[config.mk]
export PLATFORM = sky130hd
export DESIGN_NAME = demux4_buf_flat
export DESIGN_NICKNAME = d
export VERILOG_FILES = /design/src/rtl/demux4_buf_pkg.sv /design/src/rtl/demux4_buf_if.sv /design/src/rtl/demux4_buf_chan_fifo.sv /design/src/rtl/demux4_buf.sv /design/src/flat_wrapper.sv
export SDC_FILE = /design/constraint.sdc
export NUM_CORES = 1
export LEC_CHECK = 0
export BUFFER_PORTS_ARGS = -buffer_cell sky130_fd_sc_hd__buf_2
export CAP_MARGIN = 20
export CORE_MARGIN = 4
export CORE_UTILIZATION = 35
export CTS_CLUSTER_DIAMETER = 150
export DETAILED_ROUTE_END_ITERATION = 7
export PLACE_DENSITY_LB_ADDON = 0.15
export REMOVE_ABC_BUFFERS = 1
export SYNTH_ARGS = -nofsm -noshare
export SYNTH_HDL_FRONTEND = slang
export SYNTH_SLANG_ARGS = --single-unit
[constraint.sdc]
create_clock -name clk -period 4.8 [get_ports clk]
set_input_delay 0.48 -clock clk [delete_from_list [all_inputs] [get_ports clk]]
set_output_delay 0.48 -clock clk [all_outputs]
set_load 0.02 [all_outputs]
[src/rtl/demux4_buf_pkg.sv]
// Shared constants and helpers for the buffered 1-to-4 demultiplexer.
// Holds channel count, select width and a pointer-width helper.
package demux4_pkg;

    localparam int NUM_CH = 4;
    localparam int SEL_W  = 2;

    // Number of bits needed to index v entries (v >= 2).
    function automatic int clog2(input int v);
        int r;
        r = 0;
        for (int i = 0; i < 31; i++) begin
            if ((1 << i) < v) r = i + 1;
        end
        return r;
    endfunction

endpackage

[src/rtl/demux4_buf_if.sv]
// Handshake bundle: one tagged input stream, four output streams, busy.
// slave = demux side, master = producer/consumer side.
interface demux4_buf_if #(
    parameter int N = 32
);
    import demux4_pkg::*;

    logic              in_valid;
    logic              in_ready;
    logic [SEL_W-1:0]  in_sel;
    logic [N-1:0]      in_data;
    logic [NUM_CH-1:0] out_valid;
    logic [NUM_CH-1:0] out_ready;
    logic [N-1:0]      out_data0;
    logic [N-1:0]      out_data1;
    logic [N-1:0]      out_data2;
    logic [N-1:0]      out_data3;
    logic              busy;

    modport slave (
        input  in_valid, in_sel, in_data, out_ready,
        output in_ready, out_valid, busy,
        output out_data0, out_data1, out_data2, out_data3
    );

    modport master (
        output in_valid, in_sel, in_data, out_ready,
        input  in_ready, out_valid, busy,
        input  out_data0, out_data1, out_data2, out_data3
    );

endinterface

[src/rtl/demux4_buf_chan_fifo.sv]
// Single-channel synchronous FIFO with registered count.
// Ports: push/din/full (write), pop/dout/empty (read, dout is head word).
module chan_fifo
    import demux4_pkg::*;
#(
    parameter int N     = 32,
    parameter int DEPTH = 2
) (
    input  logic         clk,
    input  logic         rst_n,
    input  logic         push,
    input  logic [N-1:0] din,
    output logic         full,
    input  logic         pop,
    output logic [N-1:0] dout,
    output logic         empty
);

    localparam int AW = clog2(DEPTH);
    localparam int CW = AW + 1;

    logic [N-1:0]  mem [DEPTH];
    logic [AW-1:0] wr_ptr;
    logic [AW-1:0] rd_ptr;
    logic [CW-1:0] count;
    logic          push_ok;
    logic          pop_ok;

    assign full    = (count == CW'(DEPTH));
    assign empty   = (count == '0);
    // A full FIFO refuses a push even when it pops in the same cycle.
    assign push_ok = push && !full;
    assign pop_ok  = pop && !empty;
    assign dout    = mem[rd_ptr];

    // Storage is deliberately not reset; the count gates visibility.
    always_ff @(posedge clk) begin
        if (push_ok) mem[wr_ptr] <= din;
    end

    always_ff @(posedge clk or negedge rst_n) begin
        if (!rst_n) begin
            wr_ptr <= '0;
            rd_ptr <= '0;
            count  <= '0;
        end else begin
            if (push_ok) wr_ptr <= wr_ptr + 1'b1;
            if (pop_ok)  rd_ptr <= rd_ptr + 1'b1;
            unique case ({push_ok, pop_ok})
                2'b10:   count <= count + 1'b1;
                2'b01:   count <= count - 1'b1;
                default: count <= count;
            endcase
        end
    end

endmodule

[src/rtl/demux4_buf.sv]
// Buffered 1-to-4 demux: steers tagged input words into four channel FIFOs.
// Ports: clk, rst_n (async active-low), bus (demux4_buf_if.slave).
module demux4_buf
    import demux4_pkg::*;
#(
    parameter int N     = 32,
    parameter int DEPTH = 2
) (
    input  logic            clk,
    input  logic            rst_n,
    demux4_buf_if.slave     bus
);

    logic [NUM_CH-1:0] sel_oh;
    logic [NUM_CH-1:0] push;
    logic [NUM_CH-1:0] full;
    logic [NUM_CH-1:0] empty;
    logic [N-1:0]      dout [NUM_CH];

    always_comb begin
        sel_oh = '0;
        sel_oh[bus.in_sel] = 1'b1;
    end

    // in_ready depends only on FIFO state and in_sel, never on out_ready.
    assign bus.in_ready  = !full[bus.in_sel];
    assign push          = sel_oh & {NUM_CH{bus.in_valid && bus.in_ready}};
    assign bus.out_valid = ~empty;
    assign bus.busy      = |(~empty);

    for (genvar k = 0; k < NUM_CH; k++) begin : g_ch
        chan_fifo #(
            .N     (N),
            .DEPTH (DEPTH)
        ) u_fifo (
            .clk   (clk),
            .rst_n (rst_n),
            .push  (push[k]),
            .din   (bus.in_data),
            .full  (full[k]),
            .pop   (bus.out_ready[k]),
            .dout  (dout[k]),
            .empty (empty[k])
        );
    end

    assign bus.out_data0 = dout[0];
    assign bus.out_data1 = dout[1];
    assign bus.out_data2 = dout[2];
    assign bus.out_data3 = dout[3];

endmodule

[src/flat_wrapper.sv]
// flat-port wrapper written by rule: the top's interface ports become plain ports
module demux4_buf_flat import demux4_pkg::*;
#(
    parameter int N     = 32,
    parameter int DEPTH = 2
)
  (clk, rst_n, bus_in_valid, bus_in_sel, bus_in_data, bus_out_ready, bus_in_ready, bus_out_valid, bus_busy, bus_out_data0, bus_out_data1, bus_out_data2, bus_out_data3);
  demux4_buf_if #(.N(N)) bus_i ();
  input  logic clk;
  input  logic rst_n;
  input wire logic [$bits(bus_i.in_valid)-1:0] bus_in_valid;
  input wire logic [$bits(bus_i.in_sel)-1:0] bus_in_sel;
  input wire logic [$bits(bus_i.in_data)-1:0] bus_in_data;
  input wire logic [$bits(bus_i.out_ready)-1:0] bus_out_ready;
  output wire logic [$bits(bus_i.in_ready)-1:0] bus_in_ready;
  output wire logic [$bits(bus_i.out_valid)-1:0] bus_out_valid;
  output wire logic [$bits(bus_i.busy)-1:0] bus_busy;
  output wire logic [$bits(bus_i.out_data0)-1:0] bus_out_data0;
  output wire logic [$bits(bus_i.out_data1)-1:0] bus_out_data1;
  output wire logic [$bits(bus_i.out_data2)-1:0] bus_out_data2;
  output wire logic [$bits(bus_i.out_data3)-1:0] bus_out_data3;
  assign bus_i.in_valid = bus_in_valid;
  assign bus_i.in_sel = bus_in_sel;
  assign bus_i.in_data = bus_in_data;
  assign bus_i.out_ready = bus_out_ready;
  assign bus_in_ready = bus_i.in_ready;
  assign bus_out_valid = bus_i.out_valid;
  assign bus_busy = bus_i.busy;
  assign bus_out_data0 = bus_i.out_data0;
  assign bus_out_data1 = bus_i.out_data1;
  assign bus_out_data2 = bus_i.out_data2;
  assign bus_out_data3 = bus_i.out_data3;
  demux4_buf #(.N(N), .DEPTH(DEPTH)) u_core (.clk(clk), .rst_n(rst_n), .bus(bus_i));
endmodule
# Yosys cells after proc, flatten, opt, wreduce, memory -nomap -nowiden
# Memory sizes are Yosys's and may differ from the RTL's.
# Index checks and enable logic that the tools add are counted.
[classes]
n_mux = 16
order_cmp = 2
eq_ne = 12
reduce_logical = 28
bitwise = 2
n_addsub = 16
[op_table]
columns = ["cell", "count"]
rows = [
  ["$eq A2 B2 Y1 const B", 8],
  ["$pmux W2 S2", 4],
  ["$logic_and A1 B1 Y1", 10],
  ["$mux W1", 10],
  ["$logic_not A1 Y1", 9],
  ["$add A1 B1 Y1 const B", 8],
  ["$add A2 B1 Y2 const B", 4],
  ["$eq A2 B1 Y1 const B", 4],
  ["$logic_not A2 Y1", 4],
  ["$reduce_bool A2 Y1", 4],
  ["$sub A2 B1 Y2 const B", 4],
  ["$and A4 B4 Y4", 1],
  ["$not A4 Y4", 1],
  ["$reduce_or A4 Y1", 1],
  ["$lt A2 B3 Y1 const B", 1],
  ["$bmux W1 S2", 1],
  ["$demux W1 S2", 1],
  ["$ge A2 B1 Y1 const B", 1],
]
[totals]
ff_bits = 16
mem_count = 4
elab_cells = 92
ramBits = 256
out_inout_bits = 134
inputBits = 41
[memory_table]
columns = ["memory", "depth", "word_bits", "read_ports", "rd_clocked_by_memory_dff", "wr", "line", "source"]
rows = [
  ["u_core.g_ch[0].u_fifo.mem", 2, 32, 1, 0, 1, "demux4_buf_chan_fifo.sv:22", "logic [N-1:0] mem [DEPTH];"],
  ["u_core.g_ch[1].u_fifo.mem", 2, 32, 1, 0, 1, "demux4_buf_chan_fifo.sv:22", ""],
  ["u_core.g_ch[2].u_fifo.mem", 2, 32, 1, 0, 1, "demux4_buf_chan_fifo.sv:22", ""],
  ["u_core.g_ch[3].u_fifo.mem", 2, 32, 1, 0, 1, "demux4_buf_chan_fifo.sv:22", ""],
]

# Longest topological paths before layout
# Gate-level depths: netlist of the first run.
[depth]
word_depth = 9
ltp_mapped = 6

# Hierarchy
# Synthesis of the first run repeated with hierarchy kept, for this count alone.
[unflattened]
hier_cells = 484
area_unflattened_um2 = 10720.3
[by_module_without_submodules]
columns = ["mod", "cells_per_inst", "area_each_um2", "n_inst"]
rows = [
  ["chan_fifo", 118, 2658.8, 4],
  ["demux4_buf", 12, 85.1, 1],
]

# Worst setup path after synthesis of the first run
# No wires, ideal clock.
[synth_timing]
path_kind = "input -> register"
from = "in bus_in_sel[1]"
to = "mem u_core.g_ch[0].u_fifo.mem[0][0], enable pin"
setup_ns = 0.421
cell_stages = 3
n_path_buf = 0
slack_ns = 2.188
arrival_time_ns = 2.191
path_cell_list = "nor3b_1 nand2_1 nor2_1"
[synth_via]
elab_chain_len = 8
word_cells_on_any_way = 13
cone_classes = "order compare: 2; mux: 6; bitwise: 1; reduce/logical: 4"
[synth_lines]
columns = ["element", "line", "source"]
rows = [
  ["start: declaration", "flat_wrapper.sv:12", "input wire logic [$bits(bus_i.in_sel)-1:0] bus_in_sel;"],
  ["$lt A2 B3 Y1 (not written as such), or another cell as far along", "demux4_buf.sv:22", "sel_oh[bus.in_sel] = 1'b1;"],
  ["$logic_and A1 B1 Y1 (not written as such) / $mux W1 (equally long branches)", "demux4_buf.sv:22, demux4_buf.sv:26", ""],
  ["$mux W1 (not written as such) / $logic_not A1 Y1 (equally long branches)", "demux4_buf.sv:22, demux4_buf.sv:26", ""],
  ["$demux W1 S2 / $logic_and A1 B1 Y1 (equally long branches)", "n/a", ""],
  ["$and A4 B4 Y4 *", "demux4_buf.sv:27", "assign push = sel_oh & {NUM_CH{bus.in_valid && bus.in_ready}};"],
  ["$logic_and A1 B1 Y1 *", "demux4_buf_chan_fifo.sv:32", "assign push_ok = push && !full;"],
  ["$mux W1 *", "demux4_buf_chan_fifo.sv:38", "if (push_ok) mem[wr_ptr] <= din;"],
  ["$mux W1 (not written as such) *", "demux4_buf_chan_fifo.sv:38", ""],
  ["end: declaration", "demux4_buf_chan_fifo.sv:22", ""],
]
# Mark *: on every way between the ends. The rest lies on a longest branch, timed or not. The select of a mux whose other input is x is not followed.

# Final worst setup path of the first run
[layout_timing]
from = "reg u_core.g_ch[0].u_fifo.rd_ptr"
to = "out bus_out_data0[18]"
[layout_via]
elab_chain_len = 1
[layout_lines]
columns = ["element", "line", "source"]
rows = [
  ["start: declaration", "demux4_buf_chan_fifo.sv:24", "logic [AW-1:0] rd_ptr;"],
  ["start signal: assignment", "demux4_buf_chan_fifo.sv:48", "if (pop_ok) rd_ptr <= rd_ptr + 1'b1;"],
  ["$mem_v2 Z2 W32", "n/a", ""],
  ["end: declaration", "flat_wrapper.sv:18", "output wire logic [$bits(bus_i.out_data0)-1:0] bus_out_data0;"],
]
# Every way passes these cells.

==> flow_summary_export.csv, run 1 <==
group,metric,value,unit
placement,portBuffers,174,
route,firstDrtPassIters,4,
clocking,cts_made_buffers,29,
finish,syn2layout_area_growth,23.6,%
pwr,power_density,565,nW/µm²
synthesis,synth_cells,474,
sta,finalSetupTns,0,ns
synthesis,yosysTopAreaCellShare,76.6,%
clocking,cts_sinks,272,
pwr,leakagePower,4.36,nW
sta,max_freq,0.379,GHz
sta,skew,0.0137,ns
grt,grt_max_degree,34,
critical_path,criticalPathCategory,"reg2out",
placement,place_area,11400,µm²
placement,gp_congestion,0.752,
clocking,cts_buffer_depth,3,
synthesis,ys_ff_latch,272,
status,outcome,"complete, no violations",
route,drt-initial-drc-count,250,
synthesis,synthArstFlopShare,5.88,%
placement,hpwlAfterDp,13.8,mm
finish,drive_gt1_share,52.8,%
grt,busiest_layer,"met2",
route,vias,4930,
clocking,cts_tree,"built",
clocking,htree_levels,1,
synthesis,yosys-top-cells-area,"edfxtp_1 (77%), mux2_2 (14%), dfrtp_1 (4.0%), xnor2_1 (1.0%), xor2_1 (0.70%)",
die,dieArea,31400,µm²
sta,final-hold-violation-count,0,
route,viasPerCell,4.62,
sta,period_needed,2.64,ns
sta,finalCritPeriodShare,55.0,%
grt,grt_pass1_vias,5018,
synthesis,synth-warning-count,0,
critical_path,crit_fanout,33,
grt,met3_usage,3.41,%
route,drtAntennaViolNets,0,
sta,setup_violations,0,
critical_path,cp-end-kind,"output port",
finish,layout_common_cells,"edfxtp_1 (256), buf_2 (174), mux2_2 (128)",
route,drt-wirelength-per-cell,20.5,µm
die,start_util,35.8,%
route,wirelength,21.9,mm
die,die_w,177,µm
finish,stdcell_area,12400,µm²
die,rows,61,
sta,slew_headroom,32.5,%
sta,maxSlewViolCount,0,
synthesis,ys.flop_type,"edfxtp_1",
critical_path,cp-start-kind,"flip-flop",
synthesis,synth_edf_count,256,
synthesis,yosysTopAreaCell,"edfxtp_1",
grt,grt_util_met2,21.5,%
sta,worst_pin_slew,1.01,ns
die,die_h,177,µm
synthesis,synthesis.area,10000,µm²
grt,grt_usage,13.7,%
grt,grt-ovfl-total,0,
clocking,clockRootBuffer,"clkbuf_16",
finish,nets,716,
critical_path,crit_required,4.32,ns
clocking,cts_resized,0,
critical_path,worstPathArrival,2.16,ns
clocking,clock_latency,0.54,ns
grt,use_met1,19.4,%
finish,antenna_cells,0,
run,maxCapViolCount,0,
synthesis,synth_cell_type_count,22,
clocking,path_clk_slew,0.06,ns
route,drc_errors,0,
grt,grt_pass1_wl,32.1,mm
synthesis,yosysSeqAreaShare,80.6,%
die,ios,175,
finish,layout_commonest_cell,"edfxtp_1",
die,core-area,28000,µm²
grt,antenna_found_initial,1,
synthesis,synth.avg_cell_area,21.2,µm²
worst_hold_path,hold_class,"in2reg",
sta,grt_setup_unrepaired,"no",
pwr,ir_drop,0.316,mV
where the power goes:
| group | switching, W | total (W) | leakage (nW) | internal, W |
|---|---|---|---|---|
| clock | 0.000849 | 0.00200 | 0.421 | 0.00115 |
| combinational | 0.00101 | 0.00182 | 1.44 | 0.000817 |
| sequential | 0.000349 | 0.00318 | 2.50 | 0.00283 |
path summary, 6_finish.rpt:
kind / start / to / slack, ns / cells after the start
setup / recovery: u_core.g_ch[0].u_fifo.rd_ptr$_DFFE_PN0P_ / bus_out_data0[18] / 2.16 / 2
hold / removal: bus_in_data[14] / u_core.g_ch[2].u_fifo.mem[0][14]$_DFFE_PP_ / 0.22 / 1
setup reg to reg: u_core.g_ch[3].u_fifo.count[0]$_DFFE_PN0P_ / u_core.g_ch[3].u_fifo.mem[1][18]$_DFFE_PP_ / 2.76 / 4
hold reg to reg: u_core.g_ch[2].u_fifo.count[1]$_DFFE_PN0P_ / u_core.g_ch[2].u_fifo.count[1]$_DFFE_PN0P_ / 0.51 / 1
max in group asynchronous: rst_n / u_core.g_ch[3].u_fifo.rd_ptr$_DFFE_PN0P_ / 4.09 / 2
min in group asynchronous: rst_n / u_core.g_ch[3].u_fifo.count[0]$_DFFE_PN0P_ / 0.40 / 2
metrics by stage:
stage,hold slack (ns),power [W],utilization (%),instances,setup slack [ns]
2_1_floorplan,0.184,0.00432,-,458,2.19
4_1_cts,0.185,0.00710,43.7,1062,2.08
5_1_grt,0.209,0.00734,44.3,1068,2.04
3_3_place_gp,0.415,0.00506,40.6,1010,2.32
3_5_place_dp,0.426,0.00508,40.7,1011,2.33
6_report,0.220,0.00700,44.3,1068,2.16
per-layer routing:
layer | vias up | part of all wire (%) | wire (µm)
met4 | 2 | 2.3 | 499
met2 | 155 | 46 | 9960
met1 | 2496 | 45 | 9900
li1 | 2240 | - | -
met5 | - | 0.059 | 13
met3 | 37 | 6.9 | 1520
sequential cells by signal, summed over array words and instances, names as in the netlist:
name	cells
u_core.g_ch.u_fifo.wr_ptr	4
u_core.g_ch.u_fifo.mem	256
u_core.g_ch.u_fifo.count	8
u_core.g_ch.u_fifo.rd_ptr	4
logic make-up after synthesis:
kind of cell               share of synthesized area [%]
adders and majority gates                          0.499
buffers and inverters                              0.860
DFF                                                 80.6
muxes                                               14.6
xor gates and xnor gates                            1.75
and+or+nand+nor                                     1.71
layout make-up:
class / count / area (µm²)
clock inverters: 9 / 50.0
repair buffers: 182 / 1060
fillers: 2470 / 15600
clock buffers: 41 / 801
multi-input cells: 183 / 1910
well taps: 378 / 473
flip-flops and latches: 272 / 8090
inverters: 3 / 11.3
critical path, cell delays in order, from the launching register on:
cell and delay (ns):
dfrtp_2 0.99, mux2_2 0.45, buf_2 0.17
Yosys cell counts (3+ instances only):
master and n:
edfxtp_1 256, mux2_2 128, dfrtp_1 16, buf_2 12, xnor2_1 12, nor2_1 11, xor2_1 8, and2_1 4
clkbuf_1 4, ha_1 4, nand2b_1 4, inv_1 3
timing repair:
action                                  4_1_cts  5_1_grt
hold buffers                                  1        0
hold endpoints to repair                     16        0
setup buffers                                 0        0
endpoints found under the setup margin        0        0
Power figures use the tool's default switching activity.
==> inputs of run 2 (changes only) <==
clock period = 2.44 ns   (was 4.8 ns; I/O delays follow)
==> run 2 against run 1 <==
Effect of this change: power grew 100%; clock skew down 0.00065 ns; flip-flop and latch count unchanged; cell area is 2.4% higher; clock power up 100%; largest power group unchanged.
==> flow_summary_export.csv, run 2 (synthesis gave the netlist of run 1 again) <==
group,metric,value,unit
clocking,clock_latency,0.53,ns
finish,regArea,8100,µm²
die,rows,61,
placement,portBuffers,174,
sta,finalCritPeriodShare,92.1,%
grt,grt_pass1_wl,34.2,mm
clocking,clockRootBuffer,"clkbuf_16",
die,ios,175,
clocking,htree_levels,1,
finish,antenna_cells,0,
sta,skew,0.0131,ns
pwr,intPower,0.00963,W
finish,syn2layout_area_growth,26.6,%
sta,slew_headroom,63.6,%
critical_path,cp-end-kind,"output port",
die,dieArea,31400,µm²
grt,grt_pass1_vias,5419,
critical_path,cp-start-kind,"flip-flop",
worst_hold_path,hold_start,"bus_in_data[25]",
die,die_w,177,µm
sta,period_needed,2.25,ns
pwr,leakagePower,4.52,nW
clocking,cts_tree,"built",
route,drtAntennaViolNets,0,
placement,gp_congestion,0.735,
critical_path,r2r_slack,0.62,ns
finish,reg_top3,"u_core.g_ch.u_fifo.mem x256, u_core.g_ch.u_fifo.count x8",
die,core-area,28000,µm²
pwr,combPwrFrac,28.9,%
grt,grt_max_degree,34,
critical_path,worstPathArrival,2.00,ns
sta,final-hold-violation-count,0,
status,outcome,"complete, no violations",
placement,post-place-cells,1029,
clocking,cts_made_buffers,28,
die,die_h,177,µm
finish,finalNonFillerCells,1105,
sta,finalSetupTns,0,ns
route,drt-wirelength-per-cell,20.9,µm
finish,layout_commonest_cell,"edfxtp_1",
critical_path,timing.rr.start,"u_core.g_ch[1].u_fifo.count[0]$_DFFE_PN0P_",
pwr,power_density,1100,nW/µm²
sta,maxSlewViolCount,0,
critical_path,crit_fanout,17,
route,drt-initial-drc-count,362,
route,vias,5114,
grt,antenna_found_initial,0,
finish,stdcell_area,12700,µm²
critical_path,reg2reg_depth,6,
finish,layout_common_cells,"edfxtp_1 (256), buf_2 (174), mux2_2 (128)",
sta,max_freq,0.445,GHz
sta,setup_violations,0,
route,firstDrtPassIters,4,
finish,largest_register,"u_core.g_ch.u_fifo.mem",
finish,multiInputGateArea,1910,µm²
critical_path,criticalPathCategory,"reg2out",
finish,fillers,2434,
finish,largest_register_ffs,256,
critical_path,endpoint,"bus_out_data0[13]",
route,wirelength,23.1,mm
sta,grt_setup_unrepaired,"no",
grt,grt_usage,14.4,%
sta,worst_pin_slew,0.546,ns
clocking,cts_buffer_depth,3,
pwr,power_switching,0.00440,W
clocking,path_clk_slew,0.06,ns
placement,hpwlAfterDp,15.0,mm
clocking,cts_setup_buffers,0,
placement,place_area,11600,µm²
die,start_util,35.8,%
finish,nets,752,
pwr,p_sw_share,31.4,%
clocking,cts_sinks,272,
pwr,finalPower,0.0140,W
route,viasPerCell,4.63,
run,maxCapViolCount,0,
grt,grt-ovfl-total,0,
critical_path,setup.worst_path.start,"u_core.g_ch[0].u_fifo.rd_ptr$_DFFE_PN0P_",
critical_path,regToRegEndpoint,"u_core.g_ch[1].u_fifo.count[1]$_DFFE_PN0P_",
pwr,p_seq_share,42.4,%
route,drc_errors,0,
pwr,ir_drop,0.579,mV
finish,drive_gt1_share,51.7,%
worst_hold_path,hold_class,"in2reg",
critical_path,crit_required,2.20,ns
pwr,pwr-share-clk,28.7,%
## run 2: cell types whose count changed in the layout (fill, tap and decap cells not counted)
cell,change
clkbuf_1,-6
inv_6,-2
clkinv_4,+1
dfrtp_2,-1
bufinv_16,+2
clkinv_2,+2
clkinv_1,+6
buf_4,+14
buf_12,+3
clkbuf_8,-3
dlygate4sd3_1,+25
dfrtp_4,+1
buf_16,-5
## run 2: worst min-delay path by stage
stage                                                             to  slack [ns]  cells past startpoint
final                     u_core.g_ch[3].u_fifo.mem[0][25]$_DFFE_PP_        0.02                      1
after global routing      u_core.g_ch[0].u_fifo.mem[1][25]$_DFFE_PP_       0.007                      1
after CTS                 u_core.g_ch[3].u_fifo.mem[0][25]$_DFFE_PP_      0.0005                      1
after detailed placement  u_core.g_ch[1].u_fifo.count[0]$_DFFE_PN0P_        0.21                      1
after global placement    u_core.g_ch[1].u_fifo.count[1]$_DFFE_PN0P_        0.19                      1
after floorplan           u_core.g_ch[0].u_fifo.count[0]$_DFFE_PN0P_       -0.05                      0
## run 2: power groups by stage
stage	registers (W)	logic [W]	clock network, W
CTS	0.00597	0.00416	0.00414
global route	0.00601	0.00434	0.00435
detailed placement	0.00606	0.00410	0
global placement	0.00604	0.00409	0
floorplan	0.00608	0.00240	0
finish	0.00595	0.00405	0.00403
## run 2: layout make-up
type	count	share of cell area, %
tap	378	3.72
sequential	272	63.7
multi-input combinational	183	15.1
inverter	3	0.0887
clock inverter	18	1.05
timing repair buffer	219	10.5
clock buffer	32	5.80
## run 2: metrics by stage
step	worst slack [ns]	util [%]	hold WS, ns
6_report	0.193	45.3	0.0193
5_1_grt	0.0874	45.3	0.00672
4_1_cts	0.114	45.3	0.000455
3_5_place_dp	0.548	41.3	0.208
3_3_place_gp	0.560	41.3	0.194
2_1_floorplan	-0.0687	-	-0.0516
## run 2: critical path, stage by stage (launching register included)
cell and delay, ns:
dfrtp_2 0.67, buf_4 0.30, mux2_2 0.35, buf_2 0.16
## run 2: what timing repair did
action,in CTS,in global routing
gates resized for setup,1,0
endpoints found under the hold margin,213,0
endpoints found under the setup margin,14,0
hold buffers,26,0
## run 2: per-layer routing
metal / part of all wire, % / track usage, %
met3: 6.7 / 3.05
met2: 45 / 22.5
met1: 46 / 21.0
met5: 0 / 0
met4: 1.6 / 3.25
